==> src/rtl/avl_mm_dot_accel_pkg.sv <==
// ============================================================================
// Module      : dot_accel_pkg
// Description : Shared constants for the Avalon-MM dot-product accelerator:
//               register map, CTRL/STATUS bit positions, FSM encoding,
//               signed/unsigned arithmetic selection and the LEN clamp helper.
//               Optional feature macro: AVL_DOT_SIGNED_EN (signed elements).
// Revision    : 1.0 - initial release
// ============================================================================
`default_nettype none

package dot_accel_pkg;

    // Register map
    localparam logic [2:0] c_addr_ctrl   = 3'd0;
    localparam logic [2:0] c_addr_a_push = 3'd1;
    localparam logic [2:0] c_addr_b_push = 3'd2;
    localparam logic [2:0] c_addr_len    = 3'd3;
    localparam logic [2:0] c_addr_result = 3'd4;

    // CTRL write bits
    localparam int c_ctrl_start_bit = 0;
    localparam int c_ctrl_clear_bit = 1;

    // CTRL read (status) bits
    localparam int c_stat_busy_bit = 0;
    localparam int c_stat_done_bit = 1;

    // FSM encoding
    localparam logic [1:0] c_st_idle  = 2'd0;
    localparam logic [1:0] c_st_run   = 2'd1;
    localparam logic [1:0] c_st_drain = 2'd2;
    localparam logic [1:0] c_st_done  = 2'd3;

    // Arithmetic flavour: when set, elements and sums are two's complement
`ifdef AVL_DOT_SIGNED_EN
    localparam bit SIGNED_EN = 1'b1;
`else
    localparam bit SIGNED_EN = 1'b0;
`endif

    // A zero or oversized length falls back to the full buffer depth
    function automatic logic [31:0] clamp_len(input logic [31:0] v, input logic [31:0] depth);
        return ((v == 32'd0) || (v > depth)) ? depth : v;
    endfunction

endpackage

`default_nettype wire

==> src/rtl/avl_mm_dot_accel_if.sv <==
// ============================================================================
// Module      : avl_mm_dot_accel_if
// Description : Avalon-MM style slave bus bundle for the dot-product
//               accelerator.
//               _CS          chip select
//               _WRITE_DATA  write strobe
//               _READ_DATA   read strobe
//               _ADDR[2:0]   register address
//               _DATA_IN     write data
//               DATA_OUT_    registered read data
//               VALID_       one-cycle read-data-valid pulse
//               IRQ_         done interrupt (level)
// Revision    : 1.0 - initial release
// ============================================================================
`default_nettype none

interface avl_mm_dot_accel_if;
    logic        _CS;
    logic        _WRITE_DATA;
    logic        _READ_DATA;
    logic [2:0]  _ADDR;
    logic [31:0] _DATA_IN;
    logic [31:0] DATA_OUT_;
    logic        VALID_;
    logic        IRQ_;

    modport slave (
        input  _CS, _WRITE_DATA, _READ_DATA, _ADDR, _DATA_IN,
        output DATA_OUT_, VALID_, IRQ_
    );

    modport master (
        output _CS, _WRITE_DATA, _READ_DATA, _ADDR, _DATA_IN,
        input  DATA_OUT_, VALID_, IRQ_
    );
endinterface

`default_nettype wire

==> src/rtl/avl_mm_dot_accel_lane_mac.sv <==
// ============================================================================
// Module      : dot_lane_mac
// Description : LANES parallel BITS x BITS multipliers feeding an adder tree,
//               registered output (one-cycle latency, updates when i_en).
//               Ports: _CLK, _RST (async, active-high), i_en, i_a, i_b (packed
//               32-bit words), o_sum (SUM_W-bit lane sum).
//               Optional feature macro: AVL_DOT_SIGNED_EN (signed elements).
// Revision    : 1.0 - initial release
// ============================================================================
`default_nettype none

module dot_lane_mac
    import dot_accel_pkg::*;
#(
    parameter int BITS  = 8,
    parameter int LANES = 32 / BITS,
    parameter int SUM_W = 2 * BITS + $clog2(LANES)
) (
    input  wire logic             _CLK,
    input  wire logic             _RST,
    input  wire logic             i_en,
    input  wire logic [31:0]      i_a,
    input  wire logic [31:0]      i_b,
    output logic      [SUM_W-1:0] o_sum
);

    logic [SUM_W-1:0] w_tree;
    logic [SUM_W-1:0] sum_d;
    logic [SUM_W-1:0] sum_q;

    // Operands are widened to SUM_W before multiplying so the same modular
    // arithmetic covers both the signed and the unsigned flavour.
    always_comb begin
        logic [SUM_W-1:0] ea;
        logic [SUM_W-1:0] eb;
        ea     = '0;
        eb     = '0;
        w_tree = '0;
        for (int l = 0; l < LANES; l++) begin
            ea = {{(SUM_W-BITS){SIGNED_EN & i_a[l*BITS+BITS-1]}}, i_a[l*BITS +: BITS]};
            eb = {{(SUM_W-BITS){SIGNED_EN & i_b[l*BITS+BITS-1]}}, i_b[l*BITS +: BITS]};
            w_tree = w_tree + ea * eb;
        end
        sum_d = i_en ? w_tree : sum_q;
    end

    always_ff @(posedge _CLK or posedge _RST) begin
        if (_RST) sum_q <= '0;
        else      sum_q <= sum_d;
    end

    assign o_sum = sum_q;

endmodule

`default_nettype wire

==> src/rtl/avl_mm_dot_accel.sv <==
// ============================================================================
// Module      : avl_mm_dot_accel
// Description : Avalon-MM slave dot-product accelerator. Host fills the A and
//               B vector buffers, writes LEN and pulses START; one word per
//               cycle is streamed through the lane MAC and accumulated.
//               Ports: _CLK, _RST (async, active-high), bus (slave modport:
//               _CS, _WRITE_DATA, _READ_DATA, _ADDR, _DATA_IN, DATA_OUT_,
//               VALID_, IRQ_).
//               Optional feature macro: AVL_DOT_SIGNED_EN (signed elements,
//               RESULT sign-extended; otherwise unsigned, zero-extended).
// Revision    : 1.0 - initial release
// ============================================================================
`default_nettype none

module avl_mm_dot_accel
    import dot_accel_pkg::*;
#(
    parameter int BITS  = 8,
    parameter int LANES = 32 / BITS,
    parameter int DEPTH = 4,                      // power of 2, >= 2
    parameter int ACC_W = 2 * BITS + $clog2(LANES * DEPTH)
) (
    input  wire logic          _CLK,
    input  wire logic          _RST,
    avl_mm_dot_accel_if.slave  bus
);

    localparam int SUM_W = 2 * BITS + $clog2(LANES);
    localparam int PTR_W = $clog2(DEPTH);
    localparam int LEN_W = $clog2(DEPTH + 1);

    // Vector buffers (not reset)
    logic [31:0] a_buf [DEPTH];
    logic [31:0] b_buf [DEPTH];

    logic [1:0]       state_q,    state_d;
    logic [PTR_W-1:0] wptr_a_q,   wptr_a_d;
    logic [PTR_W-1:0] wptr_b_q,   wptr_b_d;
    logic [PTR_W-1:0] rd_idx_q,   rd_idx_d;
    logic [LEN_W-1:0] cnt_q,      cnt_d;
    logic [LEN_W-1:0] len_q,      len_d;
    logic [ACC_W-1:0] acc_q,      acc_d;
    logic [31:0]      result_q,   result_d;
    logic             done_q,     done_d;
    logic             mac_vld_q,  mac_vld_d;
    logic [31:0]      data_out_q, data_out_d;
    logic             valid_q,    valid_d;

    logic             w_wr, w_rd, w_busy, w_wr_ok;
    logic             w_start, w_clear, w_a_we, w_b_we, w_len_we;
    logic             w_mac_en;
    logic [SUM_W-1:0] w_mac_sum;
    logic [ACC_W-1:0] w_mac_ext;
    logic [ACC_W-1:0] w_final;
    logic [31:0]      w_result_ext;
    logic [31:0]      w_rd_word;

    // Bus decode: a write wins over a simultaneous read
    always_comb begin
        w_wr     = bus._CS & bus._WRITE_DATA;
        w_rd     = bus._CS & bus._READ_DATA & ~bus._WRITE_DATA;
        w_busy   = (state_q == c_st_run) || (state_q == c_st_drain);
        w_wr_ok  = w_wr & ~w_busy;
        w_start  = w_wr_ok & (bus._ADDR == c_addr_ctrl) & bus._DATA_IN[c_ctrl_start_bit];
        w_clear  = w_wr_ok & (bus._ADDR == c_addr_ctrl) & bus._DATA_IN[c_ctrl_clear_bit];
        w_a_we   = w_wr_ok & (bus._ADDR == c_addr_a_push);
        w_b_we   = w_wr_ok & (bus._ADDR == c_addr_b_push);
        w_len_we = w_wr_ok & (bus._ADDR == c_addr_len);
        w_mac_en = (state_q == c_st_run);
    end

    dot_lane_mac #(
        .BITS  (BITS),
        .LANES (LANES),
        .SUM_W (SUM_W)
    ) u_mac (
        ._CLK  (_CLK),
        ._RST  (_RST),
        .i_en  (w_mac_en),
        .i_a   (a_buf[rd_idx_q]),
        .i_b   (b_buf[rd_idx_q]),
        .o_sum (w_mac_sum)
    );

    // Width extension of the lane sum and of the final result
    always_comb begin
        w_mac_ext                  = {ACC_W{SIGNED_EN & w_mac_sum[SUM_W-1]}};
        w_mac_ext[SUM_W-1:0]       = w_mac_sum;
        w_final                    = acc_q + w_mac_ext;
        w_result_ext               = {32{SIGNED_EN & w_final[ACC_W-1]}};
        w_result_ext[ACC_W-1:0]    = w_final;
    end

    // Control path
    always_comb begin
        state_d   = state_q;
        wptr_a_d  = wptr_a_q;
        wptr_b_d  = wptr_b_q;
        rd_idx_d  = rd_idx_q;
        cnt_d     = cnt_q;
        len_d     = len_q;
        acc_d     = acc_q;
        result_d  = result_q;
        done_d    = done_q;
        mac_vld_d = mac_vld_q;

        // Pointers wrap naturally because DEPTH is a power of two
        if (w_a_we)   wptr_a_d = wptr_a_q + PTR_W'(1);
        if (w_b_we)   wptr_b_d = wptr_b_q + PTR_W'(1);
        if (w_len_we) len_d    = LEN_W'(clamp_len(bus._DATA_IN, 32'(DEPTH)));
        if (w_clear) begin
            wptr_a_d = '0;
            wptr_b_d = '0;
            done_d   = 1'b0;
        end

        case (state_q)
            c_st_run: begin
                // The MAC output lags issue by one cycle; mac_vld_q marks
                // whether it holds a real product yet.
                if (mac_vld_q) acc_d = acc_q + w_mac_ext;
                mac_vld_d = 1'b1;
                rd_idx_d  = rd_idx_q + PTR_W'(1);
                cnt_d     = cnt_q + LEN_W'(1);
                if (cnt_q == len_q - LEN_W'(1)) state_d = c_st_drain;
            end
            c_st_drain: begin
                result_d  = w_result_ext;
                done_d    = 1'b1;
                mac_vld_d = 1'b0;
                state_d   = c_st_done;
            end
            default: begin  // IDLE and DONE both accept a new START
                state_d = c_st_idle;
                if (w_start) begin
                    state_d   = c_st_run;
                    acc_d     = '0;
                    rd_idx_d  = '0;
                    cnt_d     = '0;
                    done_d    = 1'b0;
                    mac_vld_d = 1'b0;
                end
            end
        endcase
    end

    // Read path: one-cycle registered response
    always_comb begin
        w_rd_word = '0;
        case (bus._ADDR)
            c_addr_ctrl: begin
                w_rd_word[c_stat_busy_bit] = w_busy;
                w_rd_word[c_stat_done_bit] = done_q;
            end
            c_addr_len:    w_rd_word = 32'(len_q);
            c_addr_result: w_rd_word = result_q;
            default:       w_rd_word = '0;
        endcase
        data_out_d = w_rd ? w_rd_word : data_out_q;
        valid_d    = w_rd;
    end

    always_ff @(posedge _CLK or posedge _RST) begin
        if (_RST) begin
            state_q    <= c_st_idle;
            wptr_a_q   <= '0;
            wptr_b_q   <= '0;
            rd_idx_q   <= '0;
            cnt_q      <= '0;
            len_q      <= LEN_W'(DEPTH);
            acc_q      <= '0;
            result_q   <= '0;
            done_q     <= 1'b0;
            mac_vld_q  <= 1'b0;
            data_out_q <= '0;
            valid_q    <= 1'b0;
        end else begin
            state_q    <= state_d;
            wptr_a_q   <= wptr_a_d;
            wptr_b_q   <= wptr_b_d;
            rd_idx_q   <= rd_idx_d;
            cnt_q      <= cnt_d;
            len_q      <= len_d;
            acc_q      <= acc_d;
            result_q   <= result_d;
            done_q     <= done_d;
            mac_vld_q  <= mac_vld_d;
            data_out_q <= data_out_d;
            valid_q    <= valid_d;
        end
    end

    always_ff @(posedge _CLK) begin
        if (w_a_we) a_buf[wptr_a_q] <= bus._DATA_IN;
        if (w_b_we) b_buf[wptr_b_q] <= bus._DATA_IN;
    end

    assign bus.DATA_OUT_ = data_out_q;
    assign bus.VALID_    = valid_q;
    assign bus.IRQ_      = done_q;

endmodule

`default_nettype wire
==> src/flat_wrapper.sv <==
// flat-port wrapper written by rule: the top's interface ports become plain ports
module avl_mm_dot_accel_flat import dot_accel_pkg::*;
#(
    parameter int BITS  = 8,
    parameter int LANES = 32 / BITS,
    parameter int DEPTH = 4,                                         
    parameter int ACC_W = 2 * BITS + $clog2(LANES * DEPTH)
)
  (_CLK, _RST, bus__CS, bus__WRITE_DATA, bus__READ_DATA, bus__ADDR, bus__DATA_IN, bus_DATA_OUT_, bus_VALID_, bus_IRQ_);
  avl_mm_dot_accel_if bus_i ();
  input  wire logic _CLK;
  input  wire logic _RST;
  input wire logic [$bits(bus_i._CS)-1:0] bus__CS;
  input wire logic [$bits(bus_i._WRITE_DATA)-1:0] bus__WRITE_DATA;
  input wire logic [$bits(bus_i._READ_DATA)-1:0] bus__READ_DATA;
  input wire logic [$bits(bus_i._ADDR)-1:0] bus__ADDR;
  input wire logic [$bits(bus_i._DATA_IN)-1:0] bus__DATA_IN;
  output wire logic [$bits(bus_i.DATA_OUT_)-1:0] bus_DATA_OUT_;
  output wire logic [$bits(bus_i.VALID_)-1:0] bus_VALID_;
  output wire logic [$bits(bus_i.IRQ_)-1:0] bus_IRQ_;
  assign bus_i._CS = bus__CS;
  assign bus_i._WRITE_DATA = bus__WRITE_DATA;
  assign bus_i._READ_DATA = bus__READ_DATA;
  assign bus_i._ADDR = bus__ADDR;
  assign bus_i._DATA_IN = bus__DATA_IN;
  assign bus_DATA_OUT_ = bus_i.DATA_OUT_;
  assign bus_VALID_ = bus_i.VALID_;
  assign bus_IRQ_ = bus_i.IRQ_;
  avl_mm_dot_accel #(.BITS(BITS), .LANES(LANES), .DEPTH(DEPTH), .ACC_W(ACC_W)) u_core (._CLK(_CLK), ._RST(_RST), .bus(bus_i));
endmodule
==> config.mk <==
export PLATFORM = sky130hd
export DESIGN_NAME = avl_mm_dot_accel_flat
export DESIGN_NICKNAME = d
export VERILOG_FILES = /design/src/rtl/avl_mm_dot_accel_pkg.sv /design/src/rtl/avl_mm_dot_accel_if.sv /design/src/rtl/avl_mm_dot_accel_lane_mac.sv /design/src/rtl/avl_mm_dot_accel.sv /design/src/flat_wrapper.sv
export SDC_FILE = /design/constraint.sdc
export NUM_CORES = 1
export LEC_CHECK = 0
export BUFFER_PORTS_ARGS = -buffer_cell sky130_fd_sc_hd__clkbuf_2
export CORE_MARGIN = 5
export CORE_UTILIZATION = 45
export DETAILED_ROUTE_END_ITERATION = 7
export GPL_TIMING_DRIVEN = 0
export HOLD_SLACK_MARGIN = 0.08
export PLACE_DENSITY = 0.64
export SKIP_LAST_GASP = 1
export SYNTH_ARGS = -nofsm -noshare
export SYNTH_HDL_FRONTEND = slang
export SYNTH_HIERARCHICAL = 1
export SYNTH_SLANG_ARGS = --single-unit
==> constraint.sdc <==
create_clock -name _CLK -period 14.32 [get_ports _CLK]
set_input_delay 1.432 -clock _CLK [delete_from_list [all_inputs] [get_ports _CLK]]
set_output_delay 1.432 -clock _CLK [all_outputs]
set_load 0.02 [all_outputs]
Word-level counts from Yosys, hierarchy flattened
Memory sizes are Yosys's and may differ from the RTL's.
Cells that the tools add are included.
- register bits: 107
- bits in writable memories: 256
- input bits: 40
- output and inout bits: 34
- logic and storage cells: 87
- memories: 2
- memories (memory ; depth ; bits a word ; rd ports ; clocked after memory_dff ; wr ports ; line ; source):
    u_core.a_buf ; 4 ; 32 ; 1 ; 0 ; 1 ; avl_mm_dot_accel.sv:33 ; logic [31:0] a_buf [DEPTH];
    u_core.b_buf ; 4 ; 32 ; 1 ; 0 ; 1 ; avl_mm_dot_accel.sv:34 ; logic [31:0] b_buf [DEPTH];
- $add $sub $neg: 9
- multiply operators: 4
- $lt $le $gt $ge: 1
- equality and inequality tests: 9
- multiplexer cells: 26
- bitwise gates (word level): 13
- reduce and logical (&&, ||, !) cells: 10
- operator list (operator ; count):
    8-bit by 8-bit multiplier with 16-bit output ; 4
    20-bit two-way mux ; 2
    20-bit case mux with 2 select lines ; 1
    18-bit case mux with 2 select lines ; 1
    32-bit by 3-bit greater-than comparator with 1-bit output (second input constant) ; 1
    32-bit zero test ; 1
    20-bit by 18-bit adder with 20-bit output ; 1
    17-bit by 18-bit adder with 18-bit output ; 1
    18-bit adder ; 1
    16-bit by 16-bit adder with 17-bit output ; 1
    2-bit two-way mux ; 6
    1-bit bitwise AND ; 10
    1-bit two-way mux ; 8
    2-bit case mux with 2 select lines ; 2
    2-bit by 1-bit adder with 2-bit output (second input constant) ; 3
    3-bit by 2-bit == test with 1-bit output (second input constant) ; 2
    3-bit two-way mux ; 2
    2-bit case mux with 3 select lines ; 1
    3-bit case mux with 2 select lines ; 1
    2-bit nonzero test ; 3
    2-bit by 1-bit inequality test with 1-bit output (second input constant) ; 2
    1-bit case mux with 2 select lines ; 2
    3-bit by 1-bit adder with 3-bit output (second input constant) ; 1
    3-bit by 1-bit == test with 1-bit output (second input constant) ; 1
    11 further kinds ; 14

Longest topological paths before layout
- depth in word-level cells: 9
- gate-level depth with buffers: 27
- depth with buffers taken out: 24

By module
Netlist, hierarchy kept.
- by module, submodules not included (module ; times used ; cells each ; area each (um^2) ; seq. area each (um^2)):
    avl_mm_dot_accel ; 1 ; 749 ; 13489.2 ; 9615.5
    dot_lane_mac ; 1 ; 1053 ; 9882.0 ; 450.4

Worst setup path before layout
Ideal clock, no wire load.
- path kind: register to register
- start point: register u_core.rd_idx_q[0]
- end point: register u_core.u_mac.sum_q[14] (netlist: u_core/u_mac/o_sum[14])
- library setup time: 0.069 ns
- data arrival time: 7.278 ns
- required time: 14.251 ns
- slack: 6.973 ns
- stages on the path, launching flop included: 22
- buffers on the path: 4
- period minus slack after synthesis: 7.347 ns
- cell sequence: dfrtp_1 > clkbuf_1 > buf_2 > buf_2 > mux4_2 > clkbuf_1 > and2_1 > fa_1 > inv_1 > fa_1 > fa_1 > fa_1 > inv_1 > fa_1 > fa_1 > fa_1 > fa_1 > ha_1 > nor2b_1 > o41a_1 > or4_1 > nand3_1
- longest elaborated chain between the ends: 5
- elaborated cells between the ends (all ways): 9
- classes of those cells: add/sub (3); mul (4); memory (2)
- RTL lines (item ; line ; source):
    start: declaration ; avl_mm_dot_accel.sv:39 ; logic [PTR_W-1:0] rd_idx_q, rd_idx_d;
    start signal: assignment ; avl_mm_dot_accel.sv:181 ; rd_idx_q <= rd_idx_d;
    memory read 4 x 32 bit, on equally long branches ; - ;
    8-bit by 8-bit multiplier with 16-bit output ; avl_mm_dot_accel_lane_mac.sv:42 ; w_tree = w_tree + ea * eb;
    16-bit by 16-bit adder with 17-bit output ; avl_mm_dot_accel_lane_mac.sv:42 ;
    17-bit by 18-bit adder with 18-bit output ; avl_mm_dot_accel_lane_mac.sv:42 ;
    18-bit adder (*) ; avl_mm_dot_accel_lane_mac.sv:42 ;
    end signal: assignment ; avl_mm_dot_accel_lane_mac.sv:49 ; else sum_q <= sum_d;
    end: declaration ; avl_mm_dot_accel_lane_mac.sv:29 ; logic [SUM_W-1:0] sum_q;
Mark *: on every way between the ends. The rest lies on a longest branch, timed or not.
A chain may end at the register's enable or synchronous reset.

Final worst setup path
- start point: register u_core.rd_idx_q[1]
- end point: register u_core.u_mac.sum_q[12] (netlist: u_core/u_mac/o_sum[12])
Same word-level chain as after synthesis.

==> results_dict.tcl <==
set metrics [dict create \
    dp_cells 2561 \
    cts_setup_buffers 0 \
    rsz0062_at_grt "false" \
    slew_violations 0 \
    die_w_um 237.9 \
    tightestPinTransition_ps 1034 \
    finalNetCount 2346 \
    synthArstFlopShare_pct 27.07 \
    wl_um 51440 \
    critical_path_class "flip-flop to flip-flop" \
    track_usage_pct 18.69 \
    min_from "u_core/result_q[10]" \
    critPathLaunchType "flip-flop" \
    reg2regPathDepth 25 \
    clock_skew_ps 30.68 \
    yosysSeqAreaShare_pct 43.07 \
    outcome "finished, final reports clean" \
    fin_util_pct 50.62 \
    gp_congestion 0.9032 \
    yosysWarnings 6 \
    io_pins 74 \
    period_share_pct 60.08 \
    cts_resized 0 \
    max-clock-path-buffers 3 \
    maxCapViolCount 0 \
    hpwl_um 39590 \
    drtIter0Drc 966 \
    yosysTopAreaCellShare_pct 32.89 \
    overflow 0 \
    required_ps 14770 \
    yosysTopAreaCell "edfxtp_1" \
    holdCritPathClass "flip-flop to flip-flop" \
    vias 13880 \
    via_per_inst 5.269 \
    grt_max_degree 41 \
    holdPathEnd "u_core/bus.DATA_OUT_[10]" \
    drive_gt1_share_pct 13.27 \
    io_buffers 59 \
    drc 0 \
    synth.lib_cells_used.distinct 70 \
    grt_pass1_wl_um 82850 \
    row_count 83 \
    synthFlopType "edfxtp_1" \
    r2r-start "u_core/rd_idx_q[1]" \
    syn_inst 1802 \
    finalSetupViolations 0 \
    dieArea_um2 56590 \
    critPathMaxFanout 10 \
    core_um2 51410 \
    avgSynthCellArea_um2 12.97 \
    end_kind "flip-flop" \
    die_y_um 237.9 \
    stdcell_count 2635 \
    drt_first_pass_iters 5 \
    setup_ws_ps 5716 \
    cts-buffers-inserted 39 \
    grt_pass1_vias 14880 \
    hold_viol_final 0 \
    fin_tns_setup_ps 0 \
    initial_core_util_pct 45.46 \
    antenna_found_initial 0 \
    synth-edff-count 256 \
    maxSlewHeadroom_pct 31.04 \
    worstSkewPairLatency_ps 560 \
    cts.htree.levels 2 \
    cts_hold_buf 0 \
    clkSinkCount 351 \
    period_needed_ps 8604 \
    reg2reg_to "u_core/u_mac/o_sum[12]" \
    ff2ff_setup_slack_ps 5720 \
    dp_slack_ps 5731 \
    antenna_left 0 \
    ys_seq_elements 351 \
    hold_depth 1 \
    root_buffer "clkbuf_16" \
    wl_per_cell_um 19.52 \
    syn_to_final_growth_pct 11.34 \
    path_clk_slew_ps 60 \
    syn_area_um2 23370 \
    cts_tree "done" \
    max_freq_mhz 116.2 \
    synth_area_leaders "edfxtp_1, fa_1, dfrtp_1, ha_1, mux4_2" \
    critPathArrivalTime_ps 9050 \
]
==> layer usage <==
layer	wire (um)	share of wire, %	GRT usage (%)	up-vias
li1	-	-	-	6301
met1	22210	43	25.94	7176
met2	25360	49	31.04	330
met3	2671	5.2	3.236	77
met4	1198	2.3	4.653	0
met5	0	0	0	-
==> Yosys cell counts (all sizes together), types with 3 or more instances <==
cell type	n
a211oi	4
mux2i	4
a21o	8
inv	322
a21oi	28
nand3	11
o31a	4
fa	225
mux4	64
xor2	7
a22o	34
nand4	5
nor3	11
mux2	24
o21a	10
o21ai	33
edfxtp	256
o31ai	5
nor3b	3
buf	22
or2	3
nor2b	6
clkbuf	28
a31o	3
nand2	124
xnor2	21
o311ai	3
a31oi	6
nor2	38
o2111ai	4
o211ai	4
nor4	12
ha	159
and2	186
dfrtp	94
==> cells in the final DEF, fill, tap and decap left out, types with 35 or more instances in the layout <==
master	Yosys	final
and2_1	186	178
clkbuf_1	27	35
clkbuf_16	0	40
clkbuf_2	1	60
dfrtp_1	94	94
edfxtp_1	256	256
fa_1	225	225
ha_1	159	159
inv_1	322	321
mux4_2	64	64
nand2_1	124	124
nor2_1	38	38
==> how the worst max path moves through the flow <==
stage / from / endpoint / slack, ps / cells after the start
floorplan: u_core/rd_idx_q[0] / u_core/u_mac/o_sum[14] / 6970 / 21
global placement: u_core/rd_idx_q[1] / u_core/u_mac/o_sum[12] / 5810 / 23
detailed placement: u_core/rd_idx_q[1] / u_core/u_mac/o_sum[12] / 5730 / 23
CTS: u_core/rd_idx_q[1] / u_core/u_mac/o_sum[12] / 5720 / 23
global route: u_core/rd_idx_q[1] / u_core/u_mac/o_sum[12] / 5290 / 25
finish: u_core/rd_idx_q[1] / u_core/u_mac/o_sum[12] / 5720 / 25
==> worst max-delay path, stage by stage, from the launching register on <==
cell and delay, ps:
dfrtp_1 450, clkbuf_1 560, buf_1 740, mux4_2 370, clkbuf_1 360, nand2_1 150, fa_1 550, inv_1 50
ha_1 310, fa_1 500, inv_1 50, fa_1 500, inv_1 60, fa_1 480, fa_1 460, fa_1 530
inv_1 60, fa_1 530, inv_1 60, ha_1 260, buf_2 200, nand3_1 160, nor4_1 550, nor3_1 160
xnor2_1 160, mux2_2 260
==> flip-flops by register name (all words and copies together) (netlist names) <==
register,count
u_core/mac_vld_q,1
u_core/acc_q,20
u_core/a_buf,128
u_core/bus.IRQ_,1
u_core/bus.DATA_OUT_,20
u_core/wptr_b_q,2
u_core/bus.VALID_,1
u_core/state_q,2
u_core/u_mac/o_sum,18
u_core/rd_idx_q,2
u_core/cnt_q,3
u_core/len_q,3
u_core/wptr_a_q,2
u_core/result_q,20
u_core/b_buf,128
==> logic make-up after synthesis <==
logic type,synth area share [%]
flops,43.07
mux,7.495
other cells,0.01605
xor+xnor,1.146
buf+inv,6.216
simple gates,9.326
fa+ha+maj,27.79
compound gates,4.947
==> cell type report <==
cell class,instances,area (um2)
Antenna cell,3,7.507
Buffer,50,244.0
Clock buffer,48,1031
Clock inverter,23,231.5
Fill cell,4373,25380
Inverter,322,1211
Multi-Input combinational cell,1090,11900
Sequential cell,351,10070
Tap cell,680,850.8
Timing Repair Buffer,68,475.5
==> metrics by stage <==
step | hold WS [ps] | instance area, um2
detailed placement | 475.9 | 24750
CTS | 489.4 | 26010
finish | 485.2 | 26020
global route | 509.7 | 26010
global placement | 465.6 | 24560
floorplan | 453.9 | 23410
Power is not shown: default switching activity piles up to over one toggle a cycle in this logic, so the estimate is an artifact.
